$ cat config.mk
export PLATFORM = sky130hd
export DESIGN_NAME = bcd_to_bin
export DESIGN_NICKNAME = d
export VERILOG_FILES = /design/src/rtl/bcd_pkg.sv /design/src/rtl/bcd_digit_corr.sv /design/src/rtl/bcd_to_bin.sv
export SDC_FILE = /design/constraint.sdc
export NUM_CORES = 1
export LEC_CHECK = 0
export ABC_AREA = 1
export BUFFER_PORTS_ARGS = -buffer_cell sky130_fd_sc_hd__buf_4
export CAP_MARGIN = 20
export CORE_MARGIN = 4
export CORE_UTILIZATION = 45
export CTS_CLUSTER_DIAMETER = 80
export DETAILED_ROUTE_END_ITERATION = 6
export PLACE_DENSITY = 0.7
export SLEW_MARGIN = 20
export SYNTH_ARGS = -nofsm -noshare
export SYNTH_HDL_FRONTEND = slang
export SYNTH_SLANG_ARGS = --single-unit
$ cat constraint.sdc
create_clock -name clk -period 2.4 [get_ports clk]
set_input_delay 0.72 -clock clk [delete_from_list [all_inputs] [get_ports clk]]
set_output_delay 0.72 -clock clk [all_outputs]
set_load 0.005 [all_outputs]
$ cat src/rtl/bcd_pkg.sv
// Shared definitions for the BCD-to-binary converter.
//   state_t      : controller state encoding (IDLE / SHIFT / DONE)
//   BCD_MAX      : largest legal BCD digit value
//   CORR_THRESH  : digit value at or above which the reverse-dabble correction applies
//   CORR_SUB     : amount subtracted from a digit by that correction
package bcd_pkg;

  typedef enum logic [1:0] {
    ST_IDLE  = 2'd0,
    ST_SHIFT = 2'd1,
    ST_DONE  = 2'd2
  } state_t;

  localparam logic [3:0] BCD_MAX     = 4'd9;
  localparam logic [3:0] CORR_THRESH = 4'd8;
  localparam logic [3:0] CORR_SUB    = 4'd3;

endpackage

$ cat src/rtl/bcd_digit_corr.sv
// Reverse double-dabble digit correction (combinational).
// Ports:
//   d : 4-bit digit after the right shift
//   q : d - 3 (mod 16) when d >= 8, otherwise d unchanged
module bcd_digit_corr
  import bcd_pkg::*;
(
  input  logic [3:0] d,
  output logic [3:0] q
);

  always_comb begin
    q = d;
    if (d >= CORR_THRESH) q = d - CORR_SUB;
  end

endmodule

$ cat src/rtl/bcd_to_bin.sv
// Sequential BCD-to-binary converter using reverse double-dabble: each SHIFT
// cycle shifts {digits, binreg} right by one and then subtracts 3 from every
// digit that ended up >= 8. After 4*DIGITS iterations binreg holds the value.
// Ports:
//   clk     : rising-edge clock
//   rst_n   : asynchronous active-low reset
//   start   : conversion request, sampled only in IDLE
//   bcd_in  : packed BCD word, [3:0] = ones digit
//   busy    : high while iterating (SHIFT)
//   done    : one-cycle result-valid pulse
//   bin_out : binary result, held until the next done
//   err     : invalid-digit flag, qualified by done
// Optional feature: define BCD_TO_BIN_ERR_EN to build the digit validity check
// (any digit > 9 yields err=1 and bin_out=0); otherwise err is tied low.
module bcd_to_bin
  import bcd_pkg::*;
#(
  parameter int DIGITS = 3,
  parameter int BIN_W  = 10
) (
  input  logic                  clk,
  input  logic                  rst_n,
  input  logic                  start,
  input  logic [4*DIGITS-1:0]   bcd_in,
  output logic                  busy,
  output logic                  done,
  output logic [BIN_W-1:0]      bin_out,
  output logic                  err
);

  localparam int NB    = 4 * DIGITS;
  localparam int CNT_W = $clog2(NB + 1);
  localparam logic [CNT_W-1:0] LAST = CNT_W'(NB - 1);

  state_t           state;
  logic [NB-1:0]    digits;
  logic [NB-1:0]    binreg;
  logic [CNT_W-1:0] cnt;

  logic [NB-1:0]    sh_dig;
  logic [NB-1:0]    sh_bin;
  logic [NB-1:0]    corr_dig;

  // One iteration: shift the whole {digits, binreg} chain right by one bit.
  always_comb begin
    {sh_dig, sh_bin} = {digits, binreg} >> 1;
  end

  for (genvar g = 0; g < DIGITS; g++) begin : g_corr
    bcd_digit_corr u_corr (
      .d (sh_dig[4*g +: 4]),
      .q (corr_dig[4*g +: 4])
    );
  end

`ifdef BCD_TO_BIN_ERR_EN
  logic bad_in;
  logic err_pend;

  always_comb begin
    bad_in = 1'b0;
    for (int i = 0; i < DIGITS; i++) begin
      if (bcd_in[4*i +: 4] > BCD_MAX) bad_in = 1'b1;
    end
  end
`else
  assign err = 1'b0;
`endif

  // Results are registered on the final SHIFT iteration so that done and
  // bin_out appear together in the DONE cycle.
  always_ff @(posedge clk or negedge rst_n) begin
    if (!rst_n) begin
      state   <= ST_IDLE;
      digits  <= '0;
      binreg  <= '0;
      cnt     <= '0;
      busy    <= 1'b0;
      done    <= 1'b0;
      bin_out <= '0;
`ifdef BCD_TO_BIN_ERR_EN
      err      <= 1'b0;
      err_pend <= 1'b0;
`endif
    end else begin
      done <= 1'b0;
      case (state)
        ST_IDLE: begin
          if (start) begin
            digits <= bcd_in;
            binreg <= '0;
            cnt    <= '0;
            busy   <= 1'b1;
            state  <= ST_SHIFT;
`ifdef BCD_TO_BIN_ERR_EN
            err_pend <= bad_in;
`endif
          end
        end
        ST_SHIFT: begin
          digits <= corr_dig;
          binreg <= sh_bin;
          cnt    <= cnt + 1'b1;
          if (cnt == LAST) begin
            state   <= ST_DONE;
            busy    <= 1'b0;
            done    <= 1'b1;
`ifdef BCD_TO_BIN_ERR_EN
            err     <= err_pend;
            bin_out <= err_pend ? '0 : sh_bin[BIN_W-1:0];
`else
            bin_out <= sh_bin[BIN_W-1:0];
`endif
          end
        end
        ST_DONE: state <= ST_IDLE;
        default: state <= ST_IDLE;
      endcase
    end
  end

endmodule

==> reports/metrics.csv, run 1 <==
stage;metric;value;unit
outcome;outcome;finished clean;
logic_synthesis;synth_seq_cells;41;
detailed_routing;wirelength;3440;um
detailed_routing;first_iter_violations;108;
sta;fin_crit_sh;68.4;%
cts;worstSkewPairLatency;0.28;ns
logic_synthesis;synth_fp_nets;227;
global_route;grt_max_degree;42;
detailed_routing;drtPass1Iterations;4;
sta;skew;0.00422;ns
place;hpwlAfterDp;2300;um
finish;drive_above_1_share;17.6;%
finish;fin_area;0.00215;mm2
worst_setup_path;r2r-end;bin_out[6]$_DFFE_PN0P_;
worst_setup_path;critical_path_arrival;1.79;ns
worst_setup_path;worstReg2RegStart;state[0]$_DFFE_PN0P_;
floorplan;std_cell_rows;22;
global_route;grt_antenna_before_repair;0;
detailed_routing;vias;1384;
detailed_routing;wl_per_cell;12.2;um
worst_setup_path;critical_path_class;reg -> reg;
logic_synthesis;synth_area;0.00182;mm2
finish;diodes;0;
cts;root_buffer;clkbuf_8;
cts;ctsHoldBuffers;0;
pwr;power_switching;963;uW
worst_setup_path;crit_fanout;22;
floorplan;dieHeight;71.7;um
worst_setup_path;path_cells;inv_2 > nor2_4 > nand2_1 > nand2_1 > o21ai_1;
logic_synthesis;syn_area_per_cell;8.81;um2
detailed_routing;drt-met1-wl;1630;um
pwr;p_int;1.73;mW
cts;clock_sinks;41;
sta;period_needed;1.64;ns
logic_synthesis;syn_inst;207;
worst_setup_path;r2r_cells;5;
place;dpl_cell_area;0.00203;mm2
sta;tightest_slew;0.663;ns
place;gp_congestion;0.768;
worst_setup_path;cpMostUsedCell;nand2_1;
cts;tritoncts;yes;
detailed_routing;dr_wl_met3;121;um
logic_synthesis;yosysSeqAreaShare;56.3;%
floorplan;floorplan.die_area;0.00513;mm2
worst_hold_path;hold_path.class;in -> async;
place;port_buffers;26;
worst_setup_path;cp_slowest_cell;nand2_1;
cts;clk_path_buf_depth;2;
finish;layout.nets;252;
pwr;power_frac_clock;20.7;%
detailed_routing;highest_layer;met4;
worst_setup_path;crit_path_max_incr_delay;0.48;ns
floorplan;start_util;48.0;%
sta;finalSetupViolCount;0;
finish;synthToLayoutAreaGrowth;17.8;%
detailed_routing;post_drt_via_cell_ratio;4.93;
pwr;swShare;35.8;%
cts;htree_levels;2;
logic_synthesis;yosysUniqueCellTypes;19;
floorplan;fp.dieW;71.7;um
cts;numCtsBuffers;5;
detailed_routing;drc_errors;0;
sta;hold_violations;0;
worst_setup_path;required;2.55;ns
worst_setup_path;crit_buf_inv;1;
floorplan;core_region_area;0.00380;mm2
sta;rsz0062_at_grt;no;
floorplan;io_pins;28;
sta;holdWs;0.401;ns
pwr;p_leak;1.09;nW
sta;slew_violations;0;
job;cap_violations;0;
global_route;track_usage;15.2;%
global_route;grt_pass1_vias;1380;
cts;post_cts_buffers;0;
worst_setup_path;startpoint_type;flop;
pwr;pwr-share-seq;43.8;%
worst_setup_path;r2r_setup_slack;0.76;ns
global_route;grt_overflow_total;0;
pwr;power_density;1250;mW/mm2
detailed_routing;final_antenna_net_count;0;
finish;instances_no_fill;281;
place;placed_cells;273;
cts;post_cts_resize_count;0;
pwr;pwr-share-comb;35.6;%
worst_setup_path;end_kind;flop;
worst_setup_path;cp_top_family;simple AND/OR/NAND/NOR gates;
pwr;ir_worst_vdd;0.000496;V
logic_synthesis;yosys_warnings;0;
cts;path_clk_slew;0.07;ns
sta;max_clock_freq;609;MHz
sta;tns;0;ns
global_route;grt_first_pass_wirelength;6200;um
detailed_routing;wl_met2;1650;um
sta;slew_headroom;55.7;%
-- placed cells by master (no fill, tap or decap) --
| master | synthesis | routed |
|---|---|---|
| inv_1 | 26 | 26 |
| clkbuf_1 | 0 | 1 |
| clkbuf_8 | 0 | 6 |
| nand3_1 | 26 | 26 |
| dfrtp_1 | 41 | 41 |
| nand2_2 | 3 | 3 |
| bufinv_16 | 0 | 1 |
| o211ai_1 | 1 | 1 |
| a21oi_2 | 1 | 1 |
| nor2_1 | 8 | 8 |
| a21oi_1 | 4 | 4 |
| buf_4 | 3 | 26 |
| o22ai_1 | 9 | 9 |
| nand2_1 | 49 | 49 |
| nor2_2 | 1 | 1 |
| o21ai_1 | 10 | 10 |
| inv_2 | 2 | 2 |
| conb_1 | 1 | 1 |
| nor2_4 | 1 | 1 |
| o21ai_0 | 11 | 11 |
| ha_1 | 5 | 5 |
-- how the worst max path moves through the flow --
| stage | from | end | slack (ns) | cells after the start |
|---|---|---|---|---|
| 2_1_floorplan | start | binreg[10]$_DFFE_PN0P_ | 1.10 | 4 |
| 3_3_place_gp | start | digits[3]$_DFFE_PN0P_ | 0.66 | 5 |
| 3_5_place_dp | start | digits[1]$_DFFE_PN0P_ | 0.66 | 5 |
| 4_1_cts | state[0]$_DFFE_PN0P_ | bin_out[3]$_DFFE_PN0P_ | 0.71 | 5 |
| 5_1_grt | state[0]$_DFFE_PN0P_ | bin_out[3]$_DFFE_PN0P_ | 0.49 | 5 |
| 6_report | state[0]$_DFFE_PN0P_ | bin_out[6]$_DFFE_PN0P_ | 0.76 | 5 |
-- registers in the layout (all words and copies together), names as in the netlist --
| name | flops |
|---|---|
| digits | 12 |
| binreg | 11 |
| bin_out | 10 |
| cnt | 4 |
| state | 2 |
| busy | 1 |
| done | 1 |
-- area by class of cell --
type	instances	area [um2]
clock buffer	7	86.3
sequential	41	1030
multi-input combinational	130	644
fill	353	1650
timing repair buffer	26	195
inverter	28	105
tap	48	60.1
clock inverter	1	30.0
-- per-stage QoR --
| stage | setup slack (ns) | util (%) | total power, mW |
|---|---|---|---|
| 6_report | 0.759 | 56.5 | 2.69 |
| 2_1_floorplan | 1.10 | - | 1.84 |
| 3_3_place_gp | 0.657 | 53.5 | 2.12 |
| 4_1_cts | 0.707 | 56.5 | 2.72 |
| 5_1_grt | 0.486 | 56.5 | 2.96 |
| 3_5_place_dp | 0.656 | 53.5 | 2.15 |
-- Yosys cell counts (all sizes together) --
| library cell | count | area [um2] |
|---|---|---|
| nand3 | 26 | 130 |
| o21ai | 21 | 105 |
| conb | 1 | 3.75 |
| inv | 28 | 105 |
| o22ai | 9 | 56.3 |
| nand2 | 52 | 203 |
| a21oi | 5 | 28.8 |
| dfrtp | 41 | 1030 |
| o211ai | 1 | 7.51 |
| buf | 8 | 47.5 |
| ha | 5 | 62.6 |
| nor2 | 10 | 47.6 |
-- logic make-up after synthesis --
kind of cell / after synthesis / synth area share [%]
buffers and inverters: 36 / 8.37
flip-flops: 41 / 56.3
adder cells (fa/ha/maj): 5 / 3.43
AO/OA/AOI/OAI: 36 / 10.8
AND/OR/NAND/NOR: 88 / 20.9
other: 1 / 0.206
-- power groups by stage --
stage               Clock (mW)  Sequential, mW  Combinational, mW
floorplan                    0            1.15              0.682
global placement             0            1.18              0.934
detailed placement           0            1.19              0.967
CTS                      0.578            1.18              0.970
global route             0.616            1.22               1.13
finish                   0.557            1.18              0.957
-- metal layers --
metal  track usage (%)  up-vias
met4              4.59        0
li1                  -      711
met2              23.5       23
met1              20.8      646
met3              4.21        4
met5                 0        -
No activity file was read; power rests on OpenSTA's default activity.
==> inputs of run 2 (changes only) <==
==> constraint.sdc (replaced) <==
create_clock -name clk -period 1.6 [get_ports clk]
set_input_delay 0.48 -clock clk [delete_from_list [all_inputs] [get_ports clk]]
set_output_delay 0.48 -clock clk [all_outputs]
set_load 0.005 [all_outputs]
==> reports/metrics.csv, run 2 (same netlist as run 1, synthesis figures left out) <==
stage;metric;value;unit
outcome;outcome;finished clean;
worst_setup_path;crit_path_max_incr_delay;0.39;ns
cts;ctsHoldBuffers;0;
worst_setup_path;critical_path_arrival;0.83;ns
worst_setup_path;startpoint_type;flop;
global_route;track_usage;14.9;%
detailed_routing;wl_per_cell;12.2;um
sta;slew_violations;0;
sta;tightest_slew;0.503;ns
pwr;ir_worst_vdd;0.000862;V
cts;root_buffer;clkbuf_8;
worst_setup_path;worstReg2RegStart;cnt[0]$_DFFE_PN0P_;
global_route;grt_first_pass_wirelength;6000;um
sta;skew;0.00339;ns
finish;instances_no_fill;286;
cts;clock_sinks;41;
worst_setup_path;r2r-end;bin_out[0]$_DFFE_PN0P_;
cts;numCtsBuffers;5;
sta;finalWorstSetupSlack;0.292;ns
finish;diodes;0;
global_route;grt_pass1_vias;1328;
detailed_routing;drc_errors;0;
place;port_buffers;26;
floorplan;floorplan.die_area;0.00513;mm2
floorplan;start_util;48.0;%
finish;largest_reg_flops;12;
worst_setup_path;required;1.12;ns
finish;biggestRegsByFlops;digits x12, binreg x11, bin_out x10;
detailed_routing;post_drt_via_cell_ratio;5.03;
place;hpwlAfterDp;2430;um
sta;fin_crit_sh;81.7;%
cts;htree_levels;2;
worst_setup_path;crit_fanout;2;
pwr;power_density;1860;mW/mm2
finish;fill_cells;337;
place;gp_congestion;0.793;
finish;synthToLayoutAreaGrowth;20.2;%
cts;path_clk_slew;0.08;ns
detailed_routing;final_antenna_net_count;0;
worst_setup_path;cp_slowest_cell;dfrtp_1;
sta;period_needed;1.31;ns
place;pre_cts_ws;0.284;ns
finish;mostFrequentLayoutCells;49 x nand2_1, 41 x dfrtp_1, 30 x buf_4;
sta;slew_headroom;66.4;%
floorplan;io_pins;28;
worst_setup_path;critPathLaunch;bin_out[6]$_DFFE_PN0P_;
place;placed_cells;278;
global_route;grt_overflow_total;0;
floorplan;dieHeight;71.7;um
detailed_routing;vias;1439;
worst_setup_path;critical_path_class;reg -> out;
worst_setup_path;crit_buf_inv;1;
job;cap_violations;0;
sta;max_clock_freq;765;MHz
finish;top_register;digits;
worst_setup_path;cp-endpoint;bin_out[6];
global_route;grt_antenna_before_repair;0;
sta;tns;0;ns
worst_setup_path;cp_top_family;flip-flops;
worst_setup_path;cp.depth;1;
finish;layout.nets;257;
place;dpl_cell_area;0.00208;mm2
sta;rsz0062_at_grt;no;
floorplan;core_region_area;0.00380;mm2
cts;worstSkewPairLatency;0.30;ns
cts;clk_path_buf_depth;2;
sta;finalSetupViolCount;0;
cts;post_cts_buffers;0;
worst_setup_path;path_cells;buf_4;
cts;post_cts_resize_count;0;
worst_setup_path;r2r_cells;8;
detailed_routing;wirelength;3500;um
finish;final_common_cell;nand2_1;
cts;tritoncts;yes;
detailed_routing;drtPass1Iterations;4;
worst_hold_path;hold_path.class;in -> async;
finish;drive_above_1_share;19.3;%
worst_setup_path;r2r_setup_slack;0.32;ns
sta;hold_violations;0;
finish;fin_area;0.00219;mm2
floorplan;fp.dieW;71.7;um
detailed_routing;first_iter_violations;82;
floorplan;std_cell_rows;22;
pwr;p_leak;1.12;nW
worst_setup_path;end_kind;output pin;
global_route;grt_max_degree;42;
-- run 2: cell type report --
class | count | area, um2 | area share [%]
clock buffer | 6 | 72.6 | 3.31
sequential | 41 | 1030 | 46.8
clock inverter | 2 | 38.8 | 1.77
tap | 48 | 60.1 | 2.74
timing repair buffer | 31 | 245 | 11.2
inverter | 28 | 105 | 4.79
multi-input combinational | 130 | 644 | 29.4
-- run 2: worst min-delay path by stage --
| stage | endpoint | cells after the start |
|---|---|---|
| 2_1_floorplan | bin_out[0]$_DFFE_PN0P_ | 0 |
| 3_3_place_gp | bin_out[0]$_DFFE_PN0P_ | 2 |
| 3_5_place_dp | bin_out[0]$_DFFE_PN0P_ | 2 |
| 4_1_cts | binreg[9]$_DFFE_PN0P_ | 1 |
| 5_1_grt | bin_out[9]$_DFFE_PN0P_ | 1 |
| 6_report | bin_out[9]$_DFFE_PN0P_ | 1 |
-- run 2: worst register-to-register path: stages (launching register included) --
cell     delay [ns]
dfrtp_1        0.43
ha_1           0.23
nand2_1        0.06
nor2_1         0.04
nand2_1        0.10
buf_12         0.16
inv_1          0.06
nand2_1        0.05
nand2_1        0.04
-- run 2: where the power goes --
part           leakage (nW)  switching [mW]  internal, mW  total [mW]
Sequential            0.519           0.297          1.47        1.77
Combinational         0.545           0.822         0.661        1.48
Clock                0.0554           0.360         0.468       0.828
Total                  1.12            1.48          2.60        4.08
-- run 2: per-layer routing --
layer,global-route usage (%),share of wire [%]
met5,0,0
met4,6.26,1.9
met3,4.63,5.4
met2,22.0,45
met1,20.3,48
-- run 2: through the flow --
stage	util, %	hold WS (ns)	power [mW]
after detailed placement	54.8	0.469	3.28
after CTS	57.7	0.158	4.13
after global placement	54.8	0.457	3.23
final	57.7	0.145	4.08
after floorplan	-	0.184	2.75
after global routing	57.7	0.177	4.44
